### src/rtl/ssd_pkg.sv
`default_nettype none
// ============================================================================
//  Module      : ssd_pkg
//  Description : Shared glyph constants, digit typedefs and BCD helpers for
//                the seven-segment display path.
//  Revision    : 1.0 - initial release
// ============================================================================
package ssd_pkg;

    typedef logic [1:0] digit_idx_t;
    typedef logic [3:0] bcd_digit_t;

    localparam int BIN_W = 10;
    localparam int BCD_W = 16;

    // Glyphs are active-high {g,f,e,d,c,b,a}; output polarity is applied at the pins.
    localparam logic [6:0] SEG_0   = 7'b0111111;
    localparam logic [6:0] SEG_1   = 7'b0000110;
    localparam logic [6:0] SEG_2   = 7'b1011011;
    localparam logic [6:0] SEG_3   = 7'b1001111;
    localparam logic [6:0] SEG_4   = 7'b1100110;
    localparam logic [6:0] SEG_5   = 7'b1101101;
    localparam logic [6:0] SEG_6   = 7'b1111101;
    localparam logic [6:0] SEG_7   = 7'b0000111;
    localparam logic [6:0] SEG_8   = 7'b1111111;
    localparam logic [6:0] SEG_9   = 7'b1101111;
    localparam logic [6:0] SEG_OFF = 7'b0000000;

    function automatic logic [6:0] seg_decode(input bcd_digit_t d);
        logic [6:0] g;
        case (d)
            4'd0:    g = SEG_0;
            4'd1:    g = SEG_1;
            4'd2:    g = SEG_2;
            4'd3:    g = SEG_3;
            4'd4:    g = SEG_4;
            4'd5:    g = SEG_5;
            4'd6:    g = SEG_6;
            4'd7:    g = SEG_7;
            4'd8:    g = SEG_8;
            4'd9:    g = SEG_9;
            default: g = SEG_OFF;
        endcase
        return g;
    endfunction

    function automatic logic [BCD_W-1:0] dabble_adjust(input logic [BCD_W-1:0] acc);
        logic [BCD_W-1:0] r;
        r = acc;
        for (int i = 0; i < 4; i++) begin
            if (acc[4*i +: 4] >= 4'd5) begin
                r[4*i +: 4] = acc[4*i +: 4] + 4'd3;
            end
        end
        return r;
    endfunction

endpackage
`default_nettype wire

### src/rtl/bcd_dabble_seq.sv
`default_nettype none
// ============================================================================
//  Module      : bcd_dabble_seq
//  Description : Sequential shift-add-3 binary to BCD converter, one bit per
//                cycle, behind a valid/ready handshake.
//  Revision    : 1.0 - initial release
// ============================================================================
module bcd_dabble_seq
    import ssd_pkg::*;
(
    input  logic             clk,
    input  logic             rst,
    input  logic [BIN_W-1:0] bin_i,
    input  logic             valid_i,
    output logic             ready_o,
    output logic             busy_o,
    output logic [BCD_W-1:0] res_o,
    output logic             res_valid_o
);

    localparam logic [1:0] c_IDLE  = 2'd0;
    localparam logic [1:0] c_SHIFT = 2'd1;
    localparam logic [1:0] c_DONE  = 2'd2;
    localparam logic [3:0] c_LAST_SHIFT = 4'd9;

    logic [1:0]       state_q, state_d;
    logic [BIN_W-1:0] bin_q,   bin_d;
    logic [BCD_W-1:0] bcd_q,   bcd_d;
    logic [3:0]       cnt_q,   cnt_d;
    logic             ready_q, ready_d;
    logic [BCD_W-1:0] w_adj;

    always_comb begin
        state_d = state_q;
        bin_d   = bin_q;
        bcd_d   = bcd_q;
        cnt_d   = cnt_q;
        ready_d = 1'b0;
        w_adj   = dabble_adjust(bcd_q);
        case (state_q)
            c_IDLE: begin
                ready_d = 1'b1;
                if (valid_i && ready_q) begin
                    bin_d   = bin_i;
                    bcd_d   = '0;
                    cnt_d   = '0;
                    state_d = c_SHIFT;
                    ready_d = 1'b0;
                end
            end
            c_SHIFT: begin
                {bcd_d, bin_d} = {w_adj[BCD_W-2:0], bin_q, 1'b0};
                cnt_d          = cnt_q + 4'd1;
                if (cnt_q == c_LAST_SHIFT) begin
                    state_d = c_DONE;
                end
            end
            c_DONE: begin
                state_d = c_IDLE;
                ready_d = 1'b1;
            end
            default: begin
                state_d = c_IDLE;
            end
        endcase
    end

    // Ready is registered so it stays low through the reset cycle itself.
    always_ff @(posedge clk) begin
        if (rst) begin
            state_q <= c_IDLE;
            bin_q   <= '0;
            bcd_q   <= '0;
            cnt_q   <= '0;
            ready_q <= 1'b0;
        end else begin
            state_q <= state_d;
            bin_q   <= bin_d;
            bcd_q   <= bcd_d;
            cnt_q   <= cnt_d;
            ready_q <= ready_d;
        end
    end

    assign ready_o     = ready_q;
    assign busy_o      = (state_q != c_IDLE);
    assign res_o       = bcd_q;
    assign res_valid_o = (state_q == c_DONE);

endmodule
`default_nettype wire

### src/rtl/ssd_bcd_tdm_ctrl.sv
`default_nettype none
// ============================================================================
//  Module      : ssd_bcd_tdm_ctrl
//  Description : Binary-to-BCD sequencer with tear-free frame swap and a
//                4-digit time-multiplexed seven-segment scan.
//  Revision    : 1.0 - initial release
// ============================================================================
module ssd_bcd_tdm_ctrl
    import ssd_pkg::*;
#(
    parameter int REFRESH_DIV = 100000,
    parameter bit ACTIVE_LOW  = 1'b1
) (
    input  logic             clk,
    input  logic             rst,
    input  logic [BIN_W-1:0] bin_in,
    input  logic             bin_valid,
    output logic             bin_ready,
    output logic             conv_busy,
    output logic [3:0]       an,
    output logic [6:0]       seg,
    output logic             dp
);

    localparam int                 c_CNT_W    = $clog2(REFRESH_DIV);
    localparam logic [c_CNT_W-1:0] c_CNT_MAX  = c_CNT_W'(REFRESH_DIV - 1);
    localparam digit_idx_t         c_LAST_IDX = 2'd3;

    logic [c_CNT_W-1:0] cnt_q, cnt_d;
    digit_idx_t         idx_q, idx_d;
    logic [BCD_W-1:0]   pend_q, pend_d;
    logic               pend_flag_q, pend_flag_d;
    logic [BCD_W-1:0]   disp_q, disp_d;
    logic [3:0]         an_q, an_d;
    logic [6:0]         seg_q, seg_d;

    logic               w_tick;
    logic               w_swap;
    logic [3:0]         w_blank;
    bcd_digit_t         w_digit;
    logic [BCD_W-1:0]   w_res;
    logic               w_res_valid;

    bcd_dabble_seq u_dabble (
        .clk         (clk),
        .rst         (rst),
        .bin_i       (bin_in),
        .valid_i     (bin_valid),
        .ready_o     (bin_ready),
        .busy_o      (conv_busy),
        .res_o       (w_res),
        .res_valid_o (w_res_valid)
    );

    always_comb begin
        w_tick = (cnt_q == c_CNT_MAX);
        cnt_d  = w_tick ? '0 : cnt_q + 1'b1;
        idx_d  = w_tick ? idx_q + 2'd1 : idx_q;

        // Swap only as the scan wraps to digit 0 so a frame never mixes values.
        w_swap = w_tick && (idx_q == c_LAST_IDX) && pend_flag_q;
        disp_d = w_swap ? pend_q : disp_q;

        pend_d      = pend_q;
        pend_flag_d = pend_flag_q;
        if (w_swap) begin
            pend_flag_d = 1'b0;
        end
        if (w_res_valid) begin
            pend_d      = w_res;
            pend_flag_d = 1'b1;
        end

        w_blank[3] = (disp_d[15:12] == 4'd0);
        w_blank[2] = w_blank[3] && (disp_d[11:8] == 4'd0);
        w_blank[1] = w_blank[2] && (disp_d[7:4] == 4'd0);
        w_blank[0] = 1'b0;

        w_digit = disp_d[{idx_d, 2'b00} +: 4];
        an_d    = 4'b0000;
        seg_d   = SEG_OFF;
        if (!w_blank[idx_d]) begin
            an_d[idx_d] = 1'b1;
            seg_d       = seg_decode(w_digit);
        end
    end

    always_ff @(posedge clk) begin
        if (rst) begin
            cnt_q       <= '0;
            idx_q       <= '0;
            pend_q      <= '0;
            pend_flag_q <= 1'b0;
            disp_q      <= '0;
            an_q        <= '0;
            seg_q       <= '0;
        end else begin
            cnt_q       <= cnt_d;
            idx_q       <= idx_d;
            pend_q      <= pend_d;
            pend_flag_q <= pend_flag_d;
            disp_q      <= disp_d;
            an_q        <= an_d;
            seg_q       <= seg_d;
        end
    end

    assign an  = an_q  ^ {4{ACTIVE_LOW}};
    assign seg = seg_q ^ {7{ACTIVE_LOW}};
    assign dp  = ACTIVE_LOW;

endmodule
`default_nettype wire
### config.mk
export PLATFORM = sky130hd
export DESIGN_NAME = ssd_bcd_tdm_ctrl
export DESIGN_NICKNAME = d
export VERILOG_FILES = /design/src/rtl/ssd_pkg.sv /design/src/rtl/bcd_dabble_seq.sv /design/src/rtl/ssd_bcd_tdm_ctrl.sv
export SDC_FILE = /design/constraint.sdc
export NUM_CORES = 1
export LEC_CHECK = 0
export CAP_MARGIN = 20
export CORE_AREA = 2 2 101 103
export CTS_CLUSTER_SIZE = 24
export DETAILED_ROUTE_END_ITERATION = 12
export DIE_AREA = 0 0 103 105
export GPL_ROUTABILITY_DRIVEN = 1
export PLACE_DENSITY_LB_ADDON = 0.08
export SLEW_MARGIN = 0
export SYNTH_ARGS = -nofsm -noshare
export SYNTH_HDL_FRONTEND = slang
export SYNTH_SLANG_ARGS = --single-unit
export TNS_END_PERCENT = 30
### constraint.sdc
create_clock -name clk -period 6.2 [get_ports clk]
set_input_delay 1.24 -clock clk [delete_from_list [all_inputs] [get_ports clk]]
set_output_delay 1.24 -clock clk [all_outputs]
set_load 0.005 [all_outputs]
==> results.sh <==
export IMPL_status="finished clean"
export IMPL_cp_cell_sequence="or4_4, nor4_4, nand3_2, mux2i_1, mux2i_1, mux2i_1, inv_1, ha_1, mux2_2, a211oi_1"
export IMPL_hpwl_um=5810
export IMPL_root_buffer="clkbuf_8"
export IMPL_crit_top_cell="mux2i_1"
export IMPL_antenna_found_initial=0
export IMPL_dieHeight_um=105
export IMPL_postPlaceCellArea_um2=4660
export IMPL_grt_pass1_wl_um=14500
export IMPL_cp_start_kind="flip-flop"
export IMPL_syn_to_final_growth_pct=12.2
export IMPL_cp_num_buf_inv=1
export IMPL_dieWidth_um=103
export IMPL_netlist_area_um2=4340
export IMPL_fp_row_count=36
export IMPL_synthArstFlopShare_pct=0
export IMPL_cts_sinks=96
export IMPL_cts_resized=0
export IMPL_synth_seq_cells=96
export IMPL_setup_tns_ns=0
export IMPL_postLayoutCoreUtil_pct=50.5
export IMPL_cts_setup_buffers=0
export IMPL_power_density_nw_per_um2=232
export IMPL_slew_headroom_pct=46.0
export IMPL_skew_ns=0.00992
export IMPL_ios=27
export IMPL_hold_viol=0
export IMPL_ys_seq_area_share_pct=44.3
export IMPL_overflow=0
export IMPL_core_area_um2=9640
export IMPL_rrSetupSlack_ns=2.34
export IMPL_grt_pass1_vias=3079
export IMPL_leakagePower_nw=1.86
export IMPL_dp_cells=642
export IMPL_worst_slew_pin_slew_ns=0.804
export IMPL_clk_latency_ns=0.38
export IMPL_fillers=972
export IMPL_synth_edf_count=0
export IMPL_ff2ff_path_depth=10
export IMPL_worstHoldPathType="flip-flop to flip-flop"
export IMPL_die_area_um2=10800
export IMPL_drt_iter0_markers=148
export IMPL_cts_hold_buf=0
export IMPL_maxCapViolations=0
export IMPL_r2r_start="cnt_q[5]$_SDFF_PP0_"
export IMPL_routed_wl_um=8390
export IMPL_critPathMaxStageDelay_ns=0.57
export IMPL_via_count=3344
export IMPL_fin_nets=552
export IMPL_hp_start="pend_q[0]$_SDFFE_PP0P_"
export IMPL_clock_path_buffers=2
export IMPL_finalCriticalPeriod_ns=3.86
export IMPL_grt_max_degree=37
export IMPL_finalCritPeriodShare_pct=62.2
export IMPL_synth_nets=538
export IMPL_drt_wirelength_per_cell_um=12.7
export IMPL_dr_pass1_iters=5
export IMPL_ant_nets=0
export IMPL_synth_top_cell_area_share_pct=44.3
export IMPL_fin_ws_ns=2.34
export IMPL_layout_common_cells="dfxtp_1 (96), nor2_1 (73), nand2_1 (65)"
export IMPL_syn_inst=507
export IMPL_cp_required_ns=6.49
export IMPL_fmax_mhz=259
export IMPL_crit_fanout=18
export IMPL_mostFrequentLayoutCell="dfxtp_1"
export IMPL_diodes=0
export IMPL_setup_violations=0
export IMPL_min_to="pend_q[0]$_SDFFE_PP0P_"
export IMPL_dp_slack_ns=2.34
export IMPL_regToRegEndpoint="seg_q[3]$_SDFF_PP0_"
export IMPL_clk_pin_slew_worst_paths_ns=0.09
export IMPL_instances_no_fill=659
export IMPL_ys_types=44
export IMPL_io_buffer_count=25
export IMPL_initial_utilization_pct=45.0
export IMPL_power_mw=1.13
export IMPL_finalInstanceArea_um2=4870
export IMPL_drv_slew=0
export IMPL_cp_data_arrival_time_ns=4.15
export IMPL_cp_slowest_cell="or4_4"
export IMPL_route_detailed_drc=0
export IMPL_path_delay_family="simple AND/OR/NAND/NOR gates"
export IMPL_holdPathStages=2
export IMPL_cts_tree="built"
export IMPL_yosys_area_top_type="dfxtp_1"
export IMPL_htree_levels=3
export IMPL_critical_path_class="flip-flop to flip-flop"
export IMPL_holdWs_ns=0.459
export IMPL_ys_flop_type="dfxtp_1"
export IMPL_ys_warn_count=0
export IMPL_synthTopCellsByArea="dfxtp_1 (44%), nor2_1 (6.3%), nand2_1 (5.6%)"
export IMPL_drive_above_1_share_pct=7.03
export IMPL_syn_mean_instance_area_um2=8.56
export IMPL_ir_worst_vdd_mv=0.171
export IMPL_rsz0062_at_grt="false"
export IMPL_grt_usage_pct=17.0
export IMPL_cp_end_kind="flip-flop"
export IMPL_gp_congestion=0.817
export IMPL_cts_buffers=9
export IMPL_viasPerCell=5.07
report_power, final:
part | leakage (nW) | total, mW | internal [mW] | switching [mW]
combinational | 0.986 | 0.0684 | 0.0288 | 0.0396
sequential | 0.779 | 0.638 | 0.629 | 0.00813
clock | 0.0948 | 0.423 | 0.208 | 0.214
cell type report:
cell class | instances | area, µm² | area share (%)
clock buffer | 12 | 155 | 3.19
inverter | 26 | 98.8 | 2.03
multi-input combinational | 359 | 2200 | 45.2
clock inverter | 4 | 52.6 | 1.08
timing repair buffer | 29 | 275 | 5.65
tap | 133 | 166 | 3.42
sequential | 96 | 1920 | 39.5
sequential cells by signal, summed over array words and instances, names as in the netlist:
signal            count
cnt_q                17
disp_q               16
pend_q               16
u_dabble.res_o       16
u_dabble.bin_q       10
seg_q                 7
an_q                  4
u_dabble.cnt_q        4
idx_q                 2
u_dabble.state_q      2
pend_flag_q           1
u_dabble.ready_o      1
synthesized netlist by cell type (4+ instances only):
master	count
nor4_1	7
or2_2	4
nand2_1	65
dfxtp_1	96
nor2_1	73
nand3_1	15
clkbuf_1	21
a21oi_1	35
mux2_2	6
xnor2_1	9
mux2i_1	22
ha_1	18
inv_1	25
a22oi_1	11
nor3_1	16
o21ai_0	13
a211oi_1	5
xor2_1	15
nand2b_1	7
a311oi_1	11
metal layers:
| layer | vias up | routed length, µm | track usage (%) |
|---|---|---|---|
| li1 | 1752 | - | - |
| met1 | 1539 | 4140 | 22.6 |
| met2 | 43 | 3790 | 25.6 |
| met3 | 10 | 358 | 6.02 |
| met4 | 0 | 100 | 5.73 |
| met5 | - | 0 | 0 |
worst min-delay path: stages, from the launching register on:
cell and delay [ns]:
dfxtp_1 0.32, nand2_1 0.05, a21oi_1 0.05
cells by family after synthesis:
logic type | Yosys count | share of synthesized area, %
XOR/XNOR | 24 | 4.84
multiplexers | 29 | 6.97
flip-flops | 96 | 44.3
adder cells (fa/ha/maj) | 18 | 5.19
other | 1 | 0.0864
buffers and inverters | 52 | 5.04
AND/OR/NAND/NOR | 205 | 21.7
AO/OA/AOI/OAI | 82 | 11.9
worst max-delay path by stage:
stage / start / endpoint / cells past startpoint
2_1_floorplan: cnt_q[5]$_SDFF_PP0_ / seg_q[3]$_SDFF_PP0_ / 12
6_report: cnt_q[5]$_SDFF_PP0_ / seg_q[3]$_SDFF_PP0_ / 10
3_3_place_gp: cnt_q[5]$_SDFF_PP0_ / seg_q[3]$_SDFF_PP0_ / 10
4_1_cts: cnt_q[5]$_SDFF_PP0_ / seg_q[3]$_SDFF_PP0_ / 10
3_5_place_dp: cnt_q[5]$_SDFF_PP0_ / seg_q[3]$_SDFF_PP0_ / 10
5_1_grt: cnt_q[0]$_SDFF_PP0_ / seg_q[3]$_SDFF_PP0_ / 11
Power figures use the tool's default switching activity.
